## src/rtl/execute_stage.sv

```systemverilog
// execute_stage: retires PLUS/MINUS as register-cache writebacks, resolves BRZ,
// and buffers PRINT characters in a small FIFO for the console.
module execute_stage #(
  parameter int PRINT_DEPTH = 4
) (
  input  logic        clk,
  input  logic        rst,
  input  logic [15:0] ins,
  input  logic [15:0] ptr,
  input  logic [15:0] val,
  output logic        wb_en,
  output logic [15:0] wb_tag,
  output logic [15:0] wb_val,
  output logic        branch_en,
  output logic [15:0] branch_target,
  output logic        ex_stall,
  output logic        print_valid,
  output logic [7:0]  print_data,
  input  logic        print_ready,
  output logic [31:0] retired
);
  localparam int AW = $clog2(PRINT_DEPTH);
  localparam logic [AW:0] FULL = (AW + 1)'(PRINT_DEPTH);
  logic [3:0]    op;
  logic [15:0]   imm;
  logic          is_plus, is_minus, is_brz, is_print, push, pop;
  logic [AW-1:0] rd_ptr, wr_ptr;
  logic [AW:0]   count;
  logic [7:0]    mem [PRINT_DEPTH];
  assign op          = ins[15:12];
  assign imm         = {4'h0, ins[11:0]};
  assign is_plus     = op == 4'h1;
  assign is_minus    = op == 4'h2;
  assign is_brz      = op == 4'h5;
  assign is_print    = op == 4'h8;
  assign ex_stall    = is_print && count == FULL;
  assign push        = is_print && !ex_stall;
  assign pop         = print_valid && print_ready;
  assign print_valid = count != '0;
  // Gate the head with valid so stale or never-written entries read as zero.
  assign print_data  = print_valid ? mem[rd_ptr] : 8'h00;
  always_ff @(posedge clk or posedge rst)
    if (rst) begin
      wb_en         <= 1'b0;
      wb_tag        <= '0;
      wb_val        <= '0;
      branch_en     <= 1'b0;
      branch_target <= '0;
      rd_ptr        <= '0;
      wr_ptr        <= '0;
      count         <= '0;
      retired       <= '0;
    end else begin
      wb_en     <= is_plus || is_minus;
      branch_en <= is_brz && val == 16'h0000;
      if (is_plus || is_minus) begin
        wb_tag <= ptr;
        wb_val <= is_plus ? val + imm : val - imm;
      end
      if (is_brz && val == 16'h0000) branch_target <= imm;
      if (push) wr_ptr <= wr_ptr + 1'b1;
      if (pop) rd_ptr <= rd_ptr + 1'b1;
      count   <= count + (AW + 1)'(push) - (AW + 1)'(pop);
      retired <= retired + 32'(ins != 16'h0000 && !ex_stall);
    end
  always_ff @(posedge clk)
    if (push) mem[wr_ptr] <= val[7:0];
endmodule
```

## config.mk

```make
export PLATFORM = sky130hd
export DESIGN_NAME = execute_stage
export DESIGN_NICKNAME = d
export VERILOG_FILES = /design/src/rtl/execute_stage.sv
export SDC_FILE = /design/constraint.sdc
export NUM_CORES = 1
export LEC_CHECK = 0
export BUFFER_PORTS_ARGS = -buffer_cell sky130_fd_sc_hd__buf_2
export CAP_MARGIN = 20
export CORE_MARGIN = 3
export CORE_UTILIZATION = 40
export CTS_BUF_LIST = sky130_fd_sc_hd__clkbuf_16
export DETAILED_ROUTE_END_ITERATION = 10
export GPL_ROUTABILITY_DRIVEN = 0
export HOLD_SLACK_MARGIN = 0.15
export PLACE_DENSITY = 0.62
export SYNTH_ARGS = -nofsm -noshare
export SYNTH_HDL_FRONTEND = slang
export SYNTH_SLANG_ARGS = --single-unit
```

## constraint.sdc

```tcl
create_clock -name clk -period 2.83 [get_ports clk]
set_input_delay 0.566 -clock clk [delete_from_list [all_inputs] [get_ports clk]]
set_output_delay 0.566 -clock clk [all_outputs]
set_load 0.01 [all_outputs]
```

**Yosys cells after proc, flatten, opt, wreduce, memory -nomap -nowiden**

Memory sizes are Yosys's and may differ from the RTL's.
Index checks and enable logic that the tools add are counted.

- Equality and inequality tests: 5
- Add/subtract/negate cells: 7
- Reduce and logical (&&, ||, !) cells: 10
- Multiplexer cells: 4

Operator list:

| kind | number |
|---|---|
| $add 32x1->32 | 1 |
| $add 16x12->16 | 1 |
| $logic_not 16->1 | 1 |
| $mux 16 | 1 |
| $reduce_bool 16->1 | 1 |
| $sub 16x12->16 | 1 |
| $mux 8 | 1 |
| $logic_and 1x1->1 | 5 |
| $add 2x1->2 const B | 2 |
| $eq 4x1->1 const B | 1 |
| $eq 4x2->1 const B | 1 |
| $eq 4x3->1 const B | 1 |
| $eq 4x4->1 const B | 1 |
| $add 3x1->3 | 1 |
| $eq 3x3->1 const B | 1 |
| $reduce_bool 3->1 | 1 |
| $sub 3x1->3 | 1 |
| $mux 1 | 2 |
| $logic_not 1->1 | 1 |
| $logic_or 1x1->1 | 1 |

- Memories kept: 1
- Logic and storage cells: 36
- Register bits after elaboration: 85
- Bits in writable memories: 32
- Bits of input ports: 51

Memories:

| name | words | width | read ports | clocked after Yosys merged registers in | wr ports | RTL line | text |
|---|---|---|---|---|---|---|---|
| mem | 4 | 8 | 1 | 0 | 1 | 29 | `logic [7:0] mem [PRINT_DEPTH];` |

**Logic depth before layout (Yosys ltp)**

- Word-level depth: 6
- Gate-level depth with buffers: 15

**Worst setup path after synthesis**

No wires, ideal clock.

- Path type: in2reg
- Start point: in ins[14]
- End point: reg wb_val[12]
- Arrival: 2.950 ns
- Path slack: -0.251 ns
- Library setup time: 0.131 ns
- Cell stages on the path: 11
- Data required time: 2.699 ns
- Cell sequence: nor4b_2 -> clkbuf_1 -> nor2_1 -> xor2_1 -> ha_1 -> a211oi_2 -> o21ai_1 -> a31o_1 -> a221o_1 -> xnor2_1 -> o21ai_1

- Cells in the longest elaborated chain, start to end: 2
- Elaborated cells between the ends (all ways): 4
- Those cells by class: 2 x eq/ne; 1 x mux; 1 x reduce/logical

RTL lines:

| what | RTL line | text |
|---|---|---|
| start, declared | 8 | `input logic [15:0] ins,` |
| $eq 4x1->1 / $eq 4x2->1 (equally long branches) | 32, 33 |  |
| $mux 16 / $logic_or 1x1->1 (equally long branches) | 58, 56 |  |
| end signal, assigned | 58 | `wb_val <= is_plus ? val + imm : val - imm;` |
| end, declared | 13 | `output logic [15:0] wb_val,` |

Several ways; a longest one is shown, not always the timed one.
A chain may end at the register's enable or synchronous reset.

**Worst setup path after layout**

Ends and elaborated chain as after synthesis.

==> reports/metrics.csv <==
stage;metric;value;unit
synth;synth-compound-area-share;6.932;%
critical_path;path_class;input pin to register;
critical_path;critPathBufInv;2;
layout;drive_above_1_share;35.71;%
floorplan;die_h;126.2;um
timing;min_period_over_period;96.89;%
critical_path;critPathTopFamily;compound AO/OA/AOI/OAI gates;
layout;final_common_cell;buf_2;
power;p_per_area;720.5;mW/mm^2
global_route;grt_max_degree;48;
synth;synth_edf_count;32;
clocking;cts_tree;done;
critical_path;cpPeakStageDelay;0.41;ns
global_route;overflow;0;
route;num_vias;4474;
synth;synth_area_per_cell;11.30;sq um
global_route;antenna_found_initial;0;
clocking;root_buffer;clkbuf_16;
clocking;cts.sinks;117;
timing;hold_viol;0;
floorplan;die_w;126.2;um
floorplan;core_area;0.01399;sq mm
layout;nFillCells;1281;
power;total_power;5542;uW
route;routed_wl;13820;um
route;firstDrtPassIters;4;
timing;slew_headroom;49.17;%
clocking;clk_latency;0.41;ns
placed_design;dp.final_hpwl;10600;um
critical_path;arrival;3.01;ns
layout;final_cell_mix;buf_2, nand2_1, dfrtp_1;
timing;rsz0062_at_grt;yes;
route;viasPerCell;4.927;
timing;finalSetupViolations;0;
timing;period_minus_slack;2.742;ns
clocking;clk_path_buf_depth;2;
timing;fin_skew;0.007143;ns
power;leakagePower;0.003772;uW
run;cap_violations;0;
route;ant_nets;0;
placed_design;place_area;0.007122;sq mm
synth;ys.flop_type;dfrtp_1;
global_route;grt_pass1_wl;22460;um
route;drc;0;
floorplan;rows;43;
critical_path;worst_setup_path_end_kind;register;
power;max-vdd-ir-drop;0.4379;mV
critical_path;crit_cells;12;
synth;yosysSeqAreaShare;53.47;%
placed_design;port_buffers;138;
timing;tightest_slew;0.7615;ns
floorplan;initial_core_util;41.29;%
layout;area_growth;33.19;%
global_route;grt_use_total;17.69;%
critical_path;r2r_start;count[2]$_DFF_PP0_;
route;drt_iter0_markers;292;
route;wl_per_cell;15.22;um
clocking;cts.reportedPaths.clkPinSlew;0.05;ns
critical_path;cp.required;3.10;ns
timing;setup_ws;0.08788;ns
critical_path;setup.worst_path.end;wb_val[12]$_DFFE_PP0P_;
synth;async_flop_share;72.65;%
worst_hold_path;hold_path_class;input pin to asynchronous set/reset pin;
layout;final-seq-area;0.003088;sq mm
clocking;htree_levels;4;
synth;syn_inst;511;
synth;yosys_warnings;0;
synth;netlist_area;0.005776;sq mm
synth;ys_ff_latch;117;
synth;synthSimpleGateAreaFrac;15.73;%
synth;synthAdderAreaFrac;6.326;%
critical_path;critPathMaxFanout;7;
timing;timing.hold.ws;0.2610;ns
layout;final_area;0.007692;sq mm
clocking;numCtsBuffers;17;
synth;synth_cell_types;55;
placed_design;place_ws;-0.3558;ns
synth;synth_xor_area_share;9.250;%
critical_path;rr_worst_depth;9;
critical_path;cp-start-kind;input pin;
timing;drv_slew;0;
critical_path;path_cells;buf_2 > nor4b_4 > buf_6 > nor2_1 > xor2_1 > ha_1 > a211oi_2 > o21ai_2 > a31o_1 > a221o_1 > xnor2_1 > o21ai_1;
critical_path;slowest_stage;nor4b_4;
layout;n_antenna_cell;0;
critical_path;r2r_slack;0.33;ns
critical_path;worstSetupStartpoint;ins[14];
layout;multi_input_area;0.002603;sq mm
timing;fmax;364.7;MHz
global_route;grt_pass1_vias;4420;
critical_path;r2r-end;count[2]$_DFF_PP0_;
run_status;status;finished clean;
synth;synth_top_family_by_area;simple AND/OR/NAND/NOR gates;
floorplan;die_area;0.01592;sq mm
layout;nets;794;
floorplan;ioPinCount;143;
synth;synthMuxAreaShare;5.654;%
==> final cells by class <==
cell class                 count  area share [%]
clock buffer                  17           5.530
clock inverter                15           1.317
inverter                      13          0.6506
multi-input combinational    364           33.83
sequential                   117           40.14
tap                          180           2.928
timing repair buffer         202           15.60
==> state kept, by name (all words and copies together), names as in the netlist <==
name,cells
mem,32
retired,32
wb_tag,16
wb_val,16
branch_target,12
count,3
rd_ptr,2
wr_ptr,2
branch_en,1
wb_en,1
==> cell usage after synthesis, drive strengths merged (13+ instances only) <==
cell type | number | area, sq um
xnor2 | 35 | 306.5
dfrtp | 85 | 2127
nand2 | 95 | 359.1
o21ai | 24 | 120.1
mux2 | 13 | 146.4
nor2 | 22 | 85.09
a21oi | 15 | 78.83
edfxtp | 32 | 960.9
and2 | 14 | 87.58
ha | 26 | 325.3
xor2 | 26 | 227.7
nand3 | 18 | 90.09
inv | 13 | 48.79
==> logic make-up after synthesis <==
| logic type | count (synthesis) |
|---|---|
| mux | 21 |
| simple gates | 187 |
| other cells | 1 |
| xor+xnor | 61 |
| flops | 117 |
| compound gates | 63 |
| buf+inv | 33 |
| fa+ha+maj | 28 |
==> what timing repair did <==
action | 4_1_cts | 5_1_grt
hold buffers | 0 | 0
buffers inserted | 0 | 2
gates resized for setup | 0 | 6
endpoints found under the setup margin | 0 | 6
==> worst register-to-register path, delay by kind of cell (launching register included) <==
kind                       cells  cell delay, ns
DFF                            1            0.40
buffers and inverters          2            0.11
and+or+nand+nor                2            0.80
xor gates and xnor gates       2            0.33
adders and majority gates      3            0.80
==> per-stage QoR <==
stage / util [%] / instances / TNS [ns]
6_report: 54.99 / 908 / 0
5_1_grt: 54.99 / 908 / -0.05175
4_1_cts: 54.68 / 906 / 0
3_5_place_dp: 50.91 / 874 / -3.001
3_3_place_gp: 50.91 / 874 / -2.483
2_1_floorplan: - / 514 / -0.04808
==> worst min path at each step <==
stage,from,to,slack (ns),depth (start not counted)
floorplan,count[2]$_DFF_PP0_,count[2]$_DFF_PP0_,0.45,1
global placement,wb_tag[13]$_DFFE_PP0P_,wb_tag[13]$_DFFE_PP0P_,0.45,2
detailed placement,retired[31]$_DFF_PP0_,retired[31]$_DFF_PP0_,0.46,1
CTS,rst,retired[6]$_DFF_PP0_,0.28,2
global route,rst,retired[17]$_DFF_PP0_,0.33,2
finish,rst,retired[17]$_DFF_PP0_,0.26,2
==> power by group <==
group	internal, uW	total (uW)	switching [uW]
Sequential	1980	2220	237
Combinational	707	1430	721
Clock	1180	1890	719
==> per-layer routing <==
| layer | global-route usage [%] | wire [um] | vias up |
|---|---|---|---|
| met5 | 0 | 0 | - |
| met4 | 6.309 | 192 | 0 |
| met3 | 4.835 | 682 | 14 |
| met2 | 28.08 | 6811 | 104 |
| met1 | 23.42 | 6134 | 2178 |
| li1 | - | - | 2178 |
Note: power is estimated with default switching activity, not from simulation.
